$ cat config.mk
export PLATFORM = sky130hd
export DESIGN_NAME = modulo_sekuencial
export DESIGN_NICKNAME = d
export VERILOG_FILES = /design/src/rtl/modulo_sekuencial.sv
export SDC_FILE = /design/constraint.sdc
export NUM_CORES = 1
export LEC_CHECK = 0
export CELL_PAD_IN_SITES_DETAIL_PLACEMENT = 1
export CELL_PAD_IN_SITES_GLOBAL_PLACEMENT = 2
export CORE_AREA = 4 4 136 138
export CTS_CLUSTER_DIAMETER = 50
export DETAILED_ROUTE_END_ITERATION = 10
export DIE_AREA = 0 0 140 142
export GPL_ROUTABILITY_DRIVEN = 0
export PLACE_DENSITY_LB_ADDON = 0.08
export SETUP_SLACK_MARGIN = 0.05
export SYNTH_ARGS = -nofsm -noshare
export SYNTH_HDL_FRONTEND = slang
export SYNTH_SLANG_ARGS = --single-unit
$ cat constraint.sdc
create_clock -name Clock -period 9.1 [get_ports Clock]
set_clock_uncertainty 0.2 [all_clocks]
set_input_delay 1.82 -clock Clock [delete_from_list [all_inputs] [get_ports Clock]]
set_output_delay 1.82 -clock Clock [all_outputs]
set_load 0.005 [all_outputs]
$ cat src/rtl/modulo_sekuencial.sv
// Sequential restoring divider: remainder (Dalja) and quotient (Heresi), one quotient bit per clock.
// Signed mode divides magnitudes and applies the stored result signs on the final step.
module modulo_sekuencial #(
  parameter  int WIDTH = 16,
  localparam int CNT_W = $clog2(WIDTH+1)
) (
  input  logic             Clock,
  input  logic             Reset_n,
  input  logic [WIDTH-1:0] Hyrja1,
  input  logic [WIDTH-1:0] Hyrja2,
  input  logic             Menyra,
  input  logic             in_valid,
  output logic             in_ready,
  output logic [WIDTH-1:0] Dalja,
  output logic [WIDTH-1:0] Heresi,
  output logic             DivZero,
  output logic             out_valid,
  input  logic             out_ready
);

  typedef enum logic [1:0] {S_IDLE, S_CALC, S_DONE} state_t;

  state_t           r_state;
  logic [WIDTH-1:0] r_rem, r_quo, r_dvs;
  logic [CNT_W-1:0] r_cnt;
  logic             r_qneg, r_rneg;

  logic             w_a_neg, w_b_neg, w_borrow, w_last;
  logic [WIDTH-1:0] w_a_abs, w_b_abs, w_rem_nxt, w_quo_nxt;
  logic [WIDTH:0]   w_sh, w_trial;

  assign w_a_neg = Menyra & Hyrja1[WIDTH-1];
  assign w_b_neg = Menyra & Hyrja2[WIDTH-1];
  assign w_a_abs = w_a_neg ? ('0 - Hyrja1) : Hyrja1;
  assign w_b_abs = w_b_neg ? ('0 - Hyrja2) : Hyrja2;

  // Shifted remainder is < 2*divisor, so the top bit of the (WIDTH+1)-bit trial is the borrow.
  assign w_sh      = {r_rem, r_quo[WIDTH-1]};
  assign w_trial   = w_sh - {1'b0, r_dvs};
  assign w_borrow  = w_trial[WIDTH];
  assign w_rem_nxt = w_borrow ? w_sh[WIDTH-1:0] : w_trial[WIDTH-1:0];
  assign w_quo_nxt = {r_quo[WIDTH-2:0], ~w_borrow};
  assign w_last    = (r_cnt == CNT_W'(WIDTH-1));

  always_ff @(posedge Clock or negedge Reset_n) begin
    if (!Reset_n) begin
      r_state   <= S_IDLE;
      r_rem     <= '0;
      r_quo     <= '0;
      r_dvs     <= '0;
      r_cnt     <= '0;
      r_qneg    <= 1'b0;
      r_rneg    <= 1'b0;
      in_ready  <= 1'b0;
      Dalja     <= '0;
      Heresi    <= '0;
      DivZero   <= 1'b0;
      out_valid <= 1'b0;
    end else begin
      case (r_state)
        S_IDLE: begin
          in_ready <= 1'b1;
          if (in_valid) begin
            in_ready <= 1'b0;
            if (Hyrja2 == '0) begin
              r_state   <= S_DONE;
              Dalja     <= Hyrja1;
              Heresi    <= '1;
              DivZero   <= 1'b1;
              out_valid <= 1'b1;
            end else begin
              r_state <= S_CALC;
              r_rem   <= '0;
              r_quo   <= w_a_abs;
              r_dvs   <= w_b_abs;
              r_cnt   <= '0;
              r_qneg  <= w_a_neg ^ w_b_neg;
              r_rneg  <= w_a_neg;
            end
          end
        end
        S_CALC: begin
          r_rem <= w_rem_nxt;
          r_quo <= w_quo_nxt;
          r_cnt <= r_cnt + CNT_W'(1);
          if (w_last) begin
            r_state   <= S_DONE;
            Dalja     <= r_rneg ? ('0 - w_rem_nxt) : w_rem_nxt;
            Heresi    <= r_qneg ? ('0 - w_quo_nxt) : w_quo_nxt;
            DivZero   <= 1'b0;
            out_valid <= 1'b1;
          end
        end
        S_DONE: begin
          if (out_ready) begin
            r_state   <= S_IDLE;
            out_valid <= 1'b0;
            in_ready  <= 1'b1;
          end
        end
        default: r_state <= S_IDLE;
      endcase
    end
  end

endmodule

==> run metrics, run 1 <==
TritonCTS buffer count 9; Int Power approximately 1.2 mW; crit start category primary input; Crit path max-delay family simple AND/OR/NAND/NOR gates; Max VDD drop 0.120 mV; Synth area leaders dfrtp_1 (36%), o21ai_0 (5.0%), ha_1 (4.9%); final core occ 44.4%; I/O pins 72; H-tree depth 3; antenna violations before repair 0; Synth top area share between 30% and 40%; synthesized area per cell 8.51 um^2; most used cell, CP nand2_1; final setup fails 0; vias ~5800; Post-Synthesis Cells 757; number of flops mapped to enable cells by yosys 0; achievable clock frequency roughly 0.17 GHz; antenna-violating nets left 0; TNS Setup 0 ps; Post-Route WL 20.0 mm; Die Y 142 um; Buf/Inv on CP 2; Sw Share 43.5%; Leakage 3.14 nW; asr flop ratio synth between 90% and 100%; first-pass GRT wire length 32.9 mm; Remaining Overflow, GRT 0; clock network power share 18.3%; most common cell after layout, fill and taps aside dfrtp_1; WL/cell 19.1 um; vias in the first global route 6208; Cell Chain, Critical Path clkdlybuf4s50_1 > inv_1 > ha_1 > nor3b_1 > nand4b_1 > or3_1 > a21oi_1 > nand2_1 > nor2_1 > nand2_1 > mux2i_1 > a311o_1; maximum clock path buffer count 2; Worst-path clk slew 80 ps; CTS tree yes; Worst Path Arrival 6050 ps; Starting Density ~38%; post-cts repair resize count 0; Setup Fix Bufs, Post-CTS 0; Net Count, Synth 820; drt drc 0; Yosys reg bits between 90 and 100; share of cells above drive strength 1 5.13%; YS warnings 0; RSZ-0062 raised after global routing no; Total Routing Usage GR 20.6%; worst hold stages 2; Sink Count 92; Avg Vias per Cell 5.58; Worst setup EP type flip-flop; placed cell area 7320 um^2; min Tclk post-route 5950 ps; Syn-to-layout area delta 18.2%; hold_buf cts 0; sequential share of power 31.0%; Design Power 2.16 mW; Hold Crit Class reg -> reg; Antenna Cells 0; Final Non-Filler Cells 1044; Die Width ~140 um; clk_lat worst skew roughly 350 ps; design area 7620 um^2; fin nets just under 900; DR pass1 iterations 5; Worst EP required just over 9000 ps; Max-slew headroom 29.8%; Yosys top cell by area dfrtp_1; Synth cell types 77; sw power 0.940 mW; Slew @ Worst Pin 1050 ps; area of the die just under 20000 um^2; Root Driver clkbuf_16; pin count of the biggest net entering global routing 60; row cnt 48; Port Buf Inserts 71; core box area roughly 17000 um^2; hpwl dp 15.7 mm; Worst path max stage delay 780 ps; CP Class in -> reg; DR iter-0 viols 214; Final Hold Viols 0; outcome finished, final reports clean; Max-Cap Viols 0; fin. max-slew vios 0; most frequent cells in the layout dfrtp_1 (92), nand2_1 (80), nor2_1 (78); Comb pwr share 50.8%; commonest register cell after synthesis dfrtp_1; number of stages on the worst setup path 12; cell total after placement 1028; fillcell total about 2100; Reg2Reg Depth 16; sequential area share after synthesis 35.7%; slowest CP cell nor2_1; synthesized area 6440 um^2; part of the cycle the worst path needs approximately two thirds; P per Cell Area ~280 nW/um^2; worst-path fanout max 22
[power by group through the flow]
stage	Combinational, mW	Sequential (mW)	Clock (mW)
after global placement	1.08	0.673	0
after global routing	1.23	0.690	0.423
final	1.10	0.669	0.395
after CTS	1.11	0.671	0.407
after detailed placement	1.11	0.679	0
after floorplan	0.730	0.645	0
[sequential cells by signal, indices dropped and copies added (netlist names)]
signal,flops
Dalja,16
Heresi,16
r_dvs,16
r_quo,16
r_rem,16
r_cnt,5
r_state,2
DivZero,1
in_ready,1
out_valid,1
r_qneg,1
r_rneg,1
[per-layer routing]
layer  GRT usage (%)  routed length [um]  vias up
met2            37.3               10200      108
met5               0                   0        -
met4            7.90                 545        0
met3            2.69                 647       26
li1                -                   -     2833
met1            25.0                8610     2859
[worst paths after layout]
check | start | end | slack [ps]
min in group asynchronous | Reset_n | Dalja[4] | 1200
setup / recovery | Hyrja2[0] | Dalja[14] | 3150
max in group asynchronous | Reset_n | r_dvs[3] | 6330
hold reg to reg | r_dvs[1] | r_dvs[1] | 290
hold / removal | r_dvs[1] | r_dvs[1] | 290
setup reg to reg | r_quo[15] | Dalja[12] | 4210
[stage by stage]
step	worst slack (ps)	hold slack, ps
after floorplan	4920	249
after global placement	2930	265
after detailed placement	2710	278
after CTS	3090	294
after global routing	2600	315
final	3150	289
[worst min-delay path: stages (launching register included)]
cell and delay [ps]:
dfrtp_1 350, nand2_1 50, o21ai_0 60
[cells in the mapped netlist (4+ instances only)]
| cell | instances |
|---|---|
| ha_1 | 25 |
| nor2_1 | 78 |
| o21ai_0 | 65 |
| a21oi_1 | 57 |
| o31ai_1 | 11 |
| or3_1 | 11 |
| nor2b_1 | 6 |
| o21a_1 | 7 |
| dfrtp_1 | 92 |
| nand3_1 | 14 |
| a22oi_1 | 13 |
| buf_6 | 4 |
| xnor2_1 | 34 |
| nor3_1 | 14 |
| nand3b_1 | 4 |
| mux2i_1 | 19 |
| xor2_1 | 28 |
| nor4_1 | 4 |
| nand2_1 | 80 |
| nand2b_1 | 4 |
| a211oi_1 | 6 |
| clkbuf_1 | 19 |
| a21boi_0 | 5 |
| o22ai_1 | 4 |
| o21ai_1 | 7 |
| and2_1 | 6 |
| inv_1 | 40 |
| a31oi_1 | 15 |
| o41ai_1 | 4 |
| and3_1 | 9 |
| or4_1 | 5 |
| buf_2 | 4 |
[cell families after synthesis]
logic type	count (synthesis)	synth area share [%]
simple gates	252	18.8
compound gates	231	23.5
flops	92	35.7
buf+inv	71	4.81
xor+xnor	62	8.43
fa+ha+maj	26	5.16
mux	23	3.65
[final cells by class]
type | count | area, um^2 | share of cell area [%]
Clock buffer | 10 | 229 | 3.00
Multi-Input combinational cell | 594 | 3830 | 50.3
Timing Repair Buffer | 76 | 746 | 9.78
Tap cell | 225 | 282 | 3.69
Clock inverter | 6 | 71.3 | 0.936
Sequential cell | 92 | 2300 | 30.2
Inverter | 41 | 159 | 2.09
(Power assumes the default switching activity.)
==> run 2, diff against run 1 <==
--- a/config.mk
+++ b/config.mk
@@ -7,10 +7,10 @@
 export LEC_CHECK = 0
 export CELL_PAD_IN_SITES_DETAIL_PLACEMENT = 1
 export CELL_PAD_IN_SITES_GLOBAL_PLACEMENT = 2
-export CORE_AREA = 4 4 136 138
+export CORE_AREA = 4 4 141 143
 export CTS_CLUSTER_DIAMETER = 50
 export DETAILED_ROUTE_END_ITERATION = 10
-export DIE_AREA = 0 0 140 142
+export DIE_AREA = 0 0 145 147
 export GPL_ROUTABILITY_DRIVEN = 0
 export PLACE_DENSITY_LB_ADDON = 0.08
 export SETUP_SLACK_MARGIN = 0.05
==> constraint.sdc (replaced) <==
create_clock -name Clock -period 5.8 [get_ports Clock]
set_clock_uncertainty 0.2 [all_clocks]
set_input_delay 1.16 -clock Clock [delete_from_list [all_inputs] [get_ports Clock]]
set_output_delay 1.16 -clock Clock [all_outputs]
set_load 0.005 [all_outputs]
==> run 2 against run 1 <==
First-iteration DRC count rose by 9.8%. Global-route usage is 0.87 points lower. Die area grew 7.2%. Register-to-register slack got worse by 3100 ps. Wire length up 4.0%. Worst setup slack got worse by 2000 ps. Cell area up 0.67%. Non-clock buffer count rose by 2. Flip-flop and latch count stayed put. Sequential power grew 58%. Largest cell class unchanged. Critical path type is now reg -> reg.
==> run metrics, run 2 (synthesis results as in run 1) <==
outcome finished, final reports clean; I/O pins 72 (unchanged); final setup fails 0 (unchanged); DR pass1 iterations 4 (-1); Syn-to-layout area delta 19.0%; setup ws final 1160 ps (-1990 ps); fillcell total 2198 (+6.4%); Setup Fix Bufs, Post-CTS 0 (unchanged); DR iter-0 viols 235 (+9.8%); Avg Vias per Cell 5.54 (-0.77%); fin. max-slew vios 0 (unchanged); sw power 1.49 mW (+58%); vias 5842 (+0.27%); most frequent cells in the layout dfrtp_1 (92), nand2_1 (80), nor2_1 (78); min Tclk post-route 4640 ps; maximum clock path buffer count 2 (unchanged); Port Buf Inserts 71 (unchanged); P per Cell Area 452 nW/um^2 (+59%); most common cell after layout, fill and taps aside dfrtp_1; Sink Count 92 (unchanged); CP Class reg -> reg; Final Non-Filler Cells 1055 (+1.1%); Remaining Overflow, GRT 0 (unchanged); Place WS 891 ps (-1810 ps); TritonCTS buffer count 9 (unchanged); Starting Density 34.7% (-2.8 points); post-cts repair resize count 0 (unchanged); Min-Delay Startpoint DivZero; Design Power 3.46 mW (+60%); Total Routing Usage GR 19.7% (-0.87 points); Comb pwr share 50.2% (-0.6 points); clock network power share 19.3% (+1.0 points); core box area 18600 um^2 (+8.2%); drt drc 0 (unchanged); clk_lat worst skew 360 ps (about the same); Max-Cap Viols 0 (unchanged); r2r startpoint r_quo[15]; antenna violations before repair 0 (unchanged); Die Width 145 um (+3.6%); worst-path fanout max 19 (-14%); part of the cycle the worst path needs 80.1%; crit start category flip-flop; Worst setup EP type flip-flop; sequential share of power 30.5% (-0.5 points); final core occ 41.3% (-3.1 points); Slew @ Worst Pin 1100 ps (+46.9 ps); antenna-violating nets left 0 (unchanged); CTS tree yes; WL/cell 19.7 um (+2.9%); Root Driver clkbuf_16; RSZ-0062 raised after global routing no; Int Power 1.98 mW (+62%); hpwl dp 16.3 mm (+3.9%); fin nets 879 (+0.23%); Worst Path Arrival 4680 ps (-1370 ps); Final Hold Viols 0 (unchanged); Sw Share 43.0% (-0.53 points); Post-Route WL 20.8 mm (+4.0%); Die Y 147 um (+3.5%); Max VDD drop 0.158 mV (+31%); pin count of the biggest net entering global routing 51 (-15%); first-pass GRT wire length 33.9 mm (+3.2%); Hold Crit Class reg -> reg; Leakage 3.17 nW (+0.97%); Worst EP required 5840 ps (-3360 ps); Antenna Cells 0 (unchanged); hold_buf cts 0 (unchanged); row cnt 50 (+4.2%); H-tree depth 3 (unchanged); Max-slew headroom 26.7% (-3.0 points); vias in the first global route 6178 (-0.48%); CP Launch Point r_quo[15]; share of cells above drive strength 1 5.48% (+0.35 points); cell total after placement 1039 (+1.1%); Worst-path clk slew 70 ps (about the same); TNS Setup 0 ps (unchanged); achievable clock frequency roughly 0.22 GHz; area of the die 21300 um^2 (+7.2%)
run 2: changes by cell type in the layout (fill, tap and decap cells not counted), sizes merged:
cell	before	now
clkinv	1	2
inv	43	42
buf	6	8
bufinv	1	2
clkinvlp	2	1
run 2: metal layers:
layer	track usage, %	part of all wire, %	vias to the layer above
li1	-	-	2826
met1	24.2	45	2916
met4	6.27	1.9	0
met2	36.3	51	81
met5	0	0	-
met3	2.31	2.1	19
run 2: per-stage QoR:
step                      hold slack [ps]  instance area (um^2)
after floorplan                       249                  6440
after global placement                261                  7350
after detailed placement              273                  7350
after CTS                             291                  7670
after global routing                  309                  7670
final                                 282                  7670
run 2: area by class of cell:
cell class	count	area [um^2]	area share, %
Sequential cell	92	2300	30.0
Timing Repair Buffer	78	761	9.92
Multi-Input combinational cell	594	3830	50.0
Tap cell	234	293	3.82
Clock inverter	6	86.3	1.13
Clock buffer	10	239	3.11
Inverter	41	159	2.07
run 2: worst max-delay path: stages, from the launching register on:
cell and delay, ps:
dfrtp_1 400, inv_1 90, ha_1 160, inv_1 50, fa_1 420, a21oi_1 220, o211a_4 250, o2111ai_1 200
a21oi_2 510, nor2_4 250, inv_6 240, mux2i_1 340, ha_1 290, o21ai_1 170, o31ai_2 340, mux2i_1 110
a311o_1 280
run 2: final timing paths:
path	to	slack (ps)	cells past startpoint
worst max-delay path	Dalja[14]	1160	16
worst min-delay path	DivZero	280	2
worst max register to register	Dalja[14]	1160	16
worst min register to register	DivZero	280	2
max in group asynchronous	r_rem[1]	3660	2
min in group asynchronous	Dalja[5]	620	1
run 2: power groups by stage:
stage / Clock [mW] / Sequential, mW / Combinational [mW]
final: 0.669 / 1.06 / 1.74
after global routing: 0.715 / 1.09 / 1.94
after CTS: 0.693 / 1.06 / 1.76
after detailed placement: 0 / 1.07 / 1.76
after global placement: 0 / 1.06 / 1.72
after floorplan: 0 / 1.01 / 1.15
==> run 3, diff against run 2 <==
==> constraint.sdc (replaced) <==
create_clock -name Clock -period 4.5 [get_ports Clock]
set_clock_uncertainty 0.2 [all_clocks]
set_input_delay 0.9 -clock Clock [delete_from_list [all_inputs] [get_ports Clock]]
set_output_delay 0.9 -clock Clock [all_outputs]
set_load 0.005 [all_outputs]
==> run 3 against run 2 <==
First-iteration DRC count is 20% higher. Sequential share of layout area is 0.30 points lower. Clock-buffer cell count is 1 lower. Final cell count is 0.76% higher. Largest power group unchanged. Wire length is 1.4% lower. Sequential power is 28% higher.
==> run metrics, run 3 (synthesis results as in run 1) <==
Syn-to-layout area delta 20.2%; outcome finished, final reports clean; vias 5819 (-0.39%); Port Buf Inserts 71 (unchanged); Max VDD drop 0.239 mV (+51%); Total Routing Usage GR 19.6% (-0.096 points); Final Hold Viols 0 (unchanged); Crit path max-delay family compound AO/OA/AOI/OAI gates; final setup fails 0 (unchanged); TritonCTS buffer count 9 (unchanged); crit start category flip-flop; drt drc 0 (unchanged); post-cts repair resize count 0 (unchanged); RSZ-0062 raised after global routing no; min Tclk post-route 4160 ps (-483 ps); share of cells above drive strength 1 6.76% (+1.3 points); hold_ws 279 ps (-2.91 ps); H-tree depth 3 (unchanged); Post-Route WL 20.5 mm (-1.4%); Starting Density 34.7% (unchanged); core box area 18600 um^2 (unchanged); most common cell after layout, fill and taps aside dfrtp_1; Die Y 147 um (unchanged); fin. max-slew vios 0 (unchanged); DR iter-0 viols 281 (+20%); Slew @ Worst Pin 951 ps (-145 ps); most frequent cells in the layout dfrtp_1 (92), nand2_1 (80), nor2_1 (78); r2r setup slk 340 ps (-820 ps); hpwl dp 16.1 mm (-1.2%); hold_buf cts 0 (unchanged); part of the cycle the worst path needs 92.5% (+12 points); CP Class reg -> reg; CTS tree yes; vias in the first global route 6187 (+0.15%); Antenna Cells 0 (unchanged); slowest CP cell fa_1; Avg Vias per Cell 5.47 (-1.1%); Max-slew headroom 36.6% (+9.9 points); antenna violations before repair 0 (unchanged); WL/cell 19.3 um (-2.2%); Hold Crit Class reg -> reg; Root Driver clkbuf_16; Die Width 145 um (unchanged); pin count of the biggest net entering global routing 70 (+37%); Worst setup EP type flip-flop; Max-Cap Viols 0 (unchanged); Setup Fix Bufs, Post-CTS 0 (unchanged); clk_lat worst skew 350 ps (about the same); worst-path fanout max 19 (unchanged); Cell Chain, Critical Path inv_1 > ha_1 > inv_1 > fa_1 > a21oi_1 > o211a_4 > o2111ai_1 > a21oi_2 > nor2_4 > inv_6 > mux2i_2 > ha_1 > o21ai_1 > o31ai_2 > mux2i_1 > a311o_1; Design Power 4.46 mW (+29%); P per Cell Area 576 nW/um^2 (+28%); Worst-path clk slew 70 ps (about the same); antenna-violating nets left 0 (unchanged); fin nets 888 (+1.0%); Buf/Inv on CP 3 (unchanged); fillcell total 2177 (-0.96%); area of the die 21300 um^2 (unchanged); achievable clock frequency 0.240 GHz (+12%); Worst EP required 4540 ps (-1300 ps); DR pass1 iterations 4 (unchanged); row cnt 50 (unchanged); Worst path max stage delay 420 ps (-90 ps); Worst Path Arrival 4200 ps (-480 ps); maximum clock path buffer count 2 (unchanged); TNS Setup 0 ps (unchanged); I/O pins 72 (unchanged); first-pass GRT wire length 34.0 mm (+0.20%); Sink Count 92 (unchanged); Remaining Overflow, GRT 0 (unchanged); Leakage 3.21 nW (+1.0%)
## run 3: metrics by stage
step	setup WS, ps	area [um^2]	cells	utilization [%]
global placement	484	7440	1048	40.0
floorplan	530	6440	757	-
detailed placement	348	7440	1048	40.0
finish	339	7750	1063	41.7
global route	101	7750	1063	41.7
CTS	284	7730	1063	41.6
## run 3: power by group
part | leakage [nW] | switching, mW | total, mW | internal (mW)
registers | 1.11 | 0.248 | 1.36 | 1.12
clock network | 0.147 | 0.369 | 0.804 | 0.435
logic | 1.95 | 1.32 | 2.30 | 0.973
total | 3.21 | 1.94 | 4.46 | 2.52
## run 3: per-layer routing
metal	up-vias	wire length [um]	GRT usage, %
met5	-	0	0
met4	0	276	5.18
met3	16	572	2.44
met2	81	10600	36.3
met1	2876	9050	24.2
li1	2846	-	-
## run 3: cell type report
type | instances | area, um^2 | area share [%]
clock buffer | 9 | 225 | 2.91
clock inverter | 6 | 70.1 | 0.904
inverter | 41 | 159 | 2.05
multi-input combinational | 594 | 3850 | 49.6
sequential | 92 | 2300 | 29.7
tap | 234 | 293 | 3.78
timing repair buffer | 87 | 853 | 11.0
## run 3: path summary, 6_finish.rpt
path,start,endpoint,depth (start not counted)
max in group asynchronous,Reset_n,r_rem[3],2
hold reg to reg,r_cnt[4],r_cnt[4],2
min in group asynchronous,Reset_n,Dalja[5],1
setup reg to reg,r_quo[15],Dalja[14],16
setup / recovery,r_quo[15],Dalja[14],16
hold / removal,r_cnt[4],r_cnt[4],2
## run 3: worst register-to-register path: cells and delay by family (launching register included)
| kind | cells | cell delay, ps |
|---|---|---|
| compound gates | 7 | 1780 |
| buf+inv | 3 | 310 |
| simple gates | 1 | 70 |
| mux | 2 | 420 |
| flops | 1 | 400 |
| fa+ha+maj | 3 | 860 |
